$ cat src/rtl/hazard_stall_ctrl_pkg.sv
// Shared definitions for the pipeline hazard/stall controller:
// FSM state encoding, forward-select codes and register-index width.
package hazard_stall_ctrl_pkg;

   localparam int REG_W = 5;

   typedef enum logic {
      RUN     = 1'b0,
      MEMWAIT = 1'b1
   } state_t;

   localparam logic [1:0] FWD_RF  = 2'b00;
   localparam logic [1:0] FWD_MEM = 2'b01;
   localparam logic [1:0] FWD_WB  = 2'b10;

endpackage

$ cat src/rtl/hazard_stall_ctrl_fwd_select_unit.sv
// Forward-select decision for one EXE source operand.
// The ID source register is matched against the destinations that will be
// one stage further on the next edge. An EXE-stage ALU result takes
// priority over a MEM-stage result. A load in EXE cannot be forwarded
// from the MEM ALU path. Register $0 never forwards.
module fwd_select_unit
   import hazard_stall_ctrl_pkg::*;
(
   input  logic [REG_W-1:0] src,
   input  logic [REG_W-1:0] exe_rw,
   input  logic             exe_regwr,
   input  logic             exe_memtoreg,
   input  logic [REG_W-1:0] mem_rw,
   input  logic             mem_regwr,
   output logic [1:0]       sel
);

   // Priority select: EXE ALU result, then MEM/WB data, then register file
   always_comb begin
      sel = FWD_RF;
      if (exe_regwr && (exe_rw != '0) && (exe_rw == src) && !exe_memtoreg)
         sel = FWD_MEM;
      else if (mem_regwr && (mem_rw != '0) && (mem_rw == src))
         sel = FWD_WB;
   end

endmodule

$ cat src/rtl/hazard_stall_ctrl.sv
// Central hazard and stall controller for the 5-stage pipeline.
// Priority, highest first: memory wait, branch flush, load-use.
// Stall/flush outputs are Mealy from the registered FSM state; forward
// selects are registered alongside the ID/EXE register.
// Optional macro HAZARD_PERF_CNT_EN adds saturating 32-bit event counters.
module hazard_stall_ctrl
   import hazard_stall_ctrl_pkg::*;
#(
   parameter int MEM_TIMEOUT = 16,
   parameter int CNT_W       = 8
)(
   input  logic             CLK,
   input  logic             reset,
   input  logic [REG_W-1:0] id_rs,
   input  logic [REG_W-1:0] id_rt,
   input  logic             id_uses_rs,
   input  logic             id_uses_rt,
   input  logic [REG_W-1:0] exe_rw,
   input  logic             exe_regwr,
   input  logic             exe_memtoreg,
   input  logic [REG_W-1:0] mem_rw,
   input  logic             mem_regwr,
   input  logic             exe_branch_taken,
   input  logic             mem_access,
   input  logic             mem_ready,
   output logic             pc_stall,
   output logic             if_id_stall,
   output logic             id_exe_stall,
   output logic             exe_mem_stall,
   output logic             if_id_flush,
   output logic             id_exe_flush,
   output logic             mem_wb_bubble,
   output logic [1:0]       fwd_a,
   output logic [1:0]       fwd_b,
   output logic             err_timeout
`ifdef HAZARD_PERF_CNT_EN
   ,
   output logic [31:0]      ld_stall_cnt,
   output logic [31:0]      br_flush_cnt,
   output logic [31:0]      mem_wait_cnt
`endif
);

   localparam logic [CNT_W-1:0] LAST_CNT = CNT_W'(MEM_TIMEOUT - 1);

   state_t           state;
   logic [CNT_W-1:0] wait_cnt;
   logic             mem_wait_act;
   logic             timeout_hit;
   logic             load_use;
   logic             br_act;
   logic             lu_act;
   logic [1:0]       next_fwd_a;
   logic [1:0]       next_fwd_b;

   fwd_select_unit u_fwd_rs (
      .src          (id_rs),
      .exe_rw       (exe_rw),
      .exe_regwr    (exe_regwr),
      .exe_memtoreg (exe_memtoreg),
      .mem_rw       (mem_rw),
      .mem_regwr    (mem_regwr),
      .sel          (next_fwd_a)
   );

   fwd_select_unit u_fwd_rt (
      .src          (id_rt),
      .exe_rw       (exe_rw),
      .exe_regwr    (exe_regwr),
      .exe_memtoreg (exe_memtoreg),
      .mem_rw       (mem_rw),
      .mem_regwr    (mem_regwr),
      .sel          (next_fwd_b)
   );

   // Event decode; everything is forced quiet while reset is asserted
   always_comb begin
      load_use     = exe_memtoreg && exe_regwr && (exe_rw != '0) &&
                     ((id_uses_rs && (id_rs == exe_rw)) ||
                      (id_uses_rt && (id_rt == exe_rw)));
      mem_wait_act = reset &&
                     (((state == RUN) && mem_access && !mem_ready) ||
                      ((state == MEMWAIT) && !mem_ready && (wait_cnt < LAST_CNT)));
      timeout_hit  = reset && (state == MEMWAIT) && !mem_ready && (wait_cnt >= LAST_CNT);
      // The ID instruction is wrong-path on a taken branch, so branch wins over load-use
      br_act       = reset && (state == RUN) && !mem_wait_act && exe_branch_taken;
      lu_act       = reset && (state == RUN) && !mem_wait_act && !exe_branch_taken && load_use;
   end

   // Mealy stall/flush outputs
   always_comb begin
      pc_stall      = mem_wait_act || lu_act;
      if_id_stall   = mem_wait_act || lu_act;
      id_exe_stall  = mem_wait_act;
      exe_mem_stall = mem_wait_act;
      mem_wb_bubble = mem_wait_act;
      if_id_flush   = br_act;
      id_exe_flush  = br_act || lu_act;
   end

   // Memory-wait FSM with timeout watchdog and sticky error flag
   always_ff @(posedge CLK) begin
      if (!reset) begin
         state       <= RUN;
         wait_cnt    <= '0;
         err_timeout <= 1'b0;
      end else begin
         case (state)
            RUN: begin
               if (mem_wait_act) begin
                  state    <= MEMWAIT;
                  wait_cnt <= '0;
               end
            end
            MEMWAIT: begin
               if (mem_wait_act)
                  wait_cnt <= wait_cnt + CNT_W'(1);
               else
                  state <= RUN;
               if (timeout_hit)
                  err_timeout <= 1'b1;
            end
            default: state <= RUN;
         endcase
      end
   end

   // ---- ID/EXE boundary: forward selects travel with the ID/EXE register
   always_ff @(posedge CLK) begin
      if (!reset) begin
         fwd_a <= FWD_RF;
         fwd_b <= FWD_RF;
      end else if (!id_exe_stall) begin
         fwd_a <= id_exe_flush ? FWD_RF : next_fwd_a;
         fwd_b <= id_exe_flush ? FWD_RF : next_fwd_b;
      end
   end

`ifdef HAZARD_PERF_CNT_EN
   // Saturating event counters
   always_ff @(posedge CLK) begin
      if (!reset) begin
         ld_stall_cnt <= '0;
         br_flush_cnt <= '0;
         mem_wait_cnt <= '0;
      end else begin
         if (lu_act && (ld_stall_cnt != 32'hFFFF_FFFF))
            ld_stall_cnt <= ld_stall_cnt + 32'd1;
         if (br_act && (br_flush_cnt != 32'hFFFF_FFFF))
            br_flush_cnt <= br_flush_cnt + 32'd1;
         if (mem_wait_act && (mem_wait_cnt != 32'hFFFF_FFFF))
            mem_wait_cnt <= mem_wait_cnt + 32'd1;
      end
   end
`endif

endmodule

$ cat config.mk
export PLATFORM = sky130hd
export DESIGN_NAME = hazard_stall_ctrl
export DESIGN_NICKNAME = d
export VERILOG_FILES = /design/src/rtl/hazard_stall_ctrl_pkg.sv /design/src/rtl/hazard_stall_ctrl_fwd_select_unit.sv /design/src/rtl/hazard_stall_ctrl.sv
export SDC_FILE = /design/constraint.sdc
export NUM_CORES = 1
export LEC_CHECK = 0
export CAP_MARGIN = 25
export CORE_UTILIZATION = 45
export DETAILED_ROUTE_END_ITERATION = 10
export PLACE_DENSITY = 0.95
export SLEW_MARGIN = 15
export SYNTH_ARGS = -nofsm -noshare
export SYNTH_HDL_FRONTEND = slang
export SYNTH_SLANG_ARGS = --single-unit
export TNS_END_PERCENT = 100
$ cat constraint.sdc
create_clock -name CLK -period 2.6 [get_ports CLK]
set_input_delay 0.26 -clock CLK [delete_from_list [all_inputs] [get_ports CLK]]
set_output_delay 0.26 -clock CLK [all_outputs]
set_load 0.05 [all_outputs]
==> results.md <==
- Die Footprint: roughly 2300 um2
- Area leader, netlist: dfxtp_1
- Part of the cycle the worst path needs: 0.943
- Ant diodes: 0
- Sequential share of power: 0.406
- Via count: between 900 and 1,000
- Rows: 16
- Initial Utilization: 0.485
- Worst EP arrival: about 2.2 ns
- Post-synth top cells: xnor2_1 (17), dfxtp_1 (14), nand3_1 (8), nor2_1 (8), nor2b_1 (6)
- Mapped Avg Cell Area: a little under 9 um2
- Htree depth: 1
- Synth Cell Area: 971 um2
- Asr flop ratio synth: 0
- Largest family of logic cells by synthesized area: simple AND/OR/NAND/NOR gates
- Synth warnings: 0
- Core ar.: ~2000 um2
- Post-synth EDFFs: 0
- Gp weighted congestion: approximately 0.85
- #FFs+latches synth: 14
- Worst Setup SP: exe_rw[1]
- Clock network fraction of design power: 0.288
- First-pass GRT wire length: slightly below 4 mm
- Die height: 48.5 um
- HP Class: register to register
- Maximum vdd drop: roughly 0.19 mV
- Setup Viol. Count Final: 0
- Main synth FF type: dfxtp_1
- Clk Latency, worst-skew pair: ~0.27 ns
- CTS buffer count: 3
- Relative slew slack: 0.655
- Minimum clock period after layout: roughly 2.5 ns
- Slew Viols, Final: 0
- Setup Skew: ~0.0046 ns
- Setup repair after global routing missed its margin: no
- DRT antenna net count: 0
- Internal Power: just under 0.4 mW
- Cell with the most instances after synthesis: xnor2_1
- Initial DRC count: 11
- CTS tree: built
- Worst Path Buf+Inv: 2
- Area delta synth->final: 49.2%
- Synth Area in Adders: 0.0129
- Fraction of the mapped netlist area in compound gates: 0.131
- Critical-path cell list: clkdlybuf4s50_1 > or4_4 > o21ai_0 > nor4_1 > o21ai_0 > or2b_1 > buf_4
- Port-buffer cells: approximately 40
- Sequential area share after synthesis: 0.289
- Resized Gates After CTS: 0
- Syn nets: 141
- Pleak: between 0.5 and 0.6 nW
- Routed vias/inst: between 5 and 6
- CP Capture Type: output port
- CP max-delay cell: or4_4
- Worst-path clk slew: 0.09 ns
- Fmax: 408 MHz
- Status: completed
- Gate Count Post-Synth: 110
- Worst-Margin Slew: between 0.5 and 0.6 ns
- GRT Util Overall: 0.212
- Final Hold Fails: 0
- Crit-path max cell delay: between 0.5 and 0.6 ns
- Antenna violations before repair: 0
- Hold_sp: err_timeout
- Simple-gate share of the synthesized area: 0.318
- Startpoint class of the critical path: primary input
- Clock sink total: 14
- Power Density: between 300 and 400 nW/um2
- Max-cap violation count: 0
- Setup TNS: 0 ns
- Area contributors post-synth: dfxtp_1 (29%), xnor2_1 (15%), xor2_1 (4.5%)
- WP data required: 2.34 ns
- Multiplexer share of the synthesized area: 0
- Critical path class: primary input to output port
- Final WL: roughly 2.3 mm
- Most used cell, CP: o21ai_0
- DRT Pass-1 Iters: 4
- Cts hold-fix bufs: 0
- Remaining Overflow, GRT: 0
- Top cell type's share of synthesized area: 0.289
- Combinational fraction of design power: 0.306
- Residual DRC count: 0
- Detail Placement HPWL: 2.04 mm
- Nets: 184
- Net Switching: ~0.15 mW
- Avg WL per Cell: 13.0 um
- Post-synthesis cell type count: 37
- Switching Fraction: 0.279
- Total power: between 0.5 and 0.6 mW
- Post-CTS Setup Inserts: 0
- Root Driver: clkbuf_4
- Crit path max-delay family: simple AND/OR/NAND/NOR gates
- Largest net degree at the start of global routing: 14
- Die Width: ~48 um
- Vias in the first global route: slightly below 1,000
- Layout cells sized above 1: 0.132
- IO Pins: between 40 and 50
- Clock buffer depth: 2
- Worst Path Max Fanout: 4
- Xor-xnor portion of the synthesized cell area: 0.198
- FF-to-FF Start: wait_cnt[0]
## worst paths after layout
check	slack (ns)	cells after the start	end
max reg2reg	0.67	7	wait_cnt[3]
max	0.15	7	if_id_stall
min reg2reg	0.48	1	err_timeout
min	0.48	1	err_timeout
## final cells by class
| type | count | area, um2 |
|---|---|---|
| multi-input cells | 88 | 642 |
| flip-flops and latches | 14 | 280 |
| repair buffers | 43 | 445 |
| well taps | 27 | 33.8 |
| inverters | 3 | 11.3 |
| clock buffers | 4 | 36.3 |
| fillers | 147 | 553 |
## logic make-up after synthesis
group	after synthesis
xor gates and xnor gates	22
and+or+nand+nor	48
DFF	14
AOI/OAI and AO/OA	17
buffers and inverters	8
adders and majority gates	1
## layout by cell type (no fill, tap or decap)
master | synthesis | routed
a21boi_0 | 2 | 2
a21oi_1 | 1 | 1
a31oi_1 | 2 | 2
a31oi_2 | 1 | 1
a32o_1 | 2 | 2
a32oi_1 | 2 | 2
a41oi_1 | 1 | 1
and2_1 | 1 | 1
and3_1 | 1 | 1
and4_4 | 1 | 1
buf_12 | 0 | 3
buf_4 | 3 | 6
clkbuf_4 | 0 | 3
clkbuf_8 | 0 | 1
clkdlybuf4s50_1 | 0 | 34
dfxtp_1 | 14 | 14
ha_1 | 1 | 1
inv_1 | 3 | 3
nand2_1 | 4 | 4
nand2b_1 | 4 | 4
nand3_1 | 8 | 8
nand3b_1 | 2 | 2
nand4b_1 | 1 | 1
nor2_1 | 8 | 8
nor2b_1 | 6 | 6
nor3_1 | 3 | 3
nor3b_1 | 1 | 1
nor3b_4 | 1 | 1
nor4_1 | 2 | 2
nor4_2 | 1 | 1
nor4_4 | 1 | 1
o21a_1 | 1 | 1
o21ai_0 | 4 | 4
o21ai_2 | 1 | 1
or2b_1 | 1 | 1
or4_1 | 1 | 1
or4_4 | 1 | 1
xnor2_1 | 17 | 17
xor2_1 | 5 | 5
## power groups by stage
stage                     Sequential, mW  Clock [mW]  Combinational (mW)
after floorplan                    0.224           0              0.0815
after global placement             0.222           0               0.159
after detailed placement           0.223           0               0.164
after global routing               0.218       0.169               0.174
final                              0.218       0.155               0.164
after CTS                          0.218       0.157               0.164
## sequential cells by signal, indices dropped and copies added, names as in the netlist
| register | cells |
|---|---|
| fwd_a | 2 |
| state | 1 |
| err_timeout | 1 |
| fwd_b | 2 |
| wait_cnt | 8 |
## per-layer routing
| metal | part of all wire | global-route usage |
|---|---|---|
| met1 | 0.38 | 0.214 |
| met2 | 0.56 | 0.408 |
| met3 | 0.056 | 0.0440 |
| met4 | 0.0034 | 0.103 |
| met5 | 0 | 0 |
## through the flow
step | hold WS [ns] | setup slack, ns | util | cell area (um2) | cells
finish | 0.483 | 0.148 | 0.724 | 1450 | 179
global route | 0.508 | 0.0516 | 0.724 | 1450 | 179
CTS | 0.483 | 0.153 | 0.724 | 1450 | 179
detailed placement | 0.461 | 0.153 | 0.706 | 1410 | 175
global placement | 0.449 | 0.208 | 0.706 | 1410 | 175
floorplan | 0.336 | 0.334 | - | 971 | 110
Note: power is estimated with default switching activity, not from simulation.
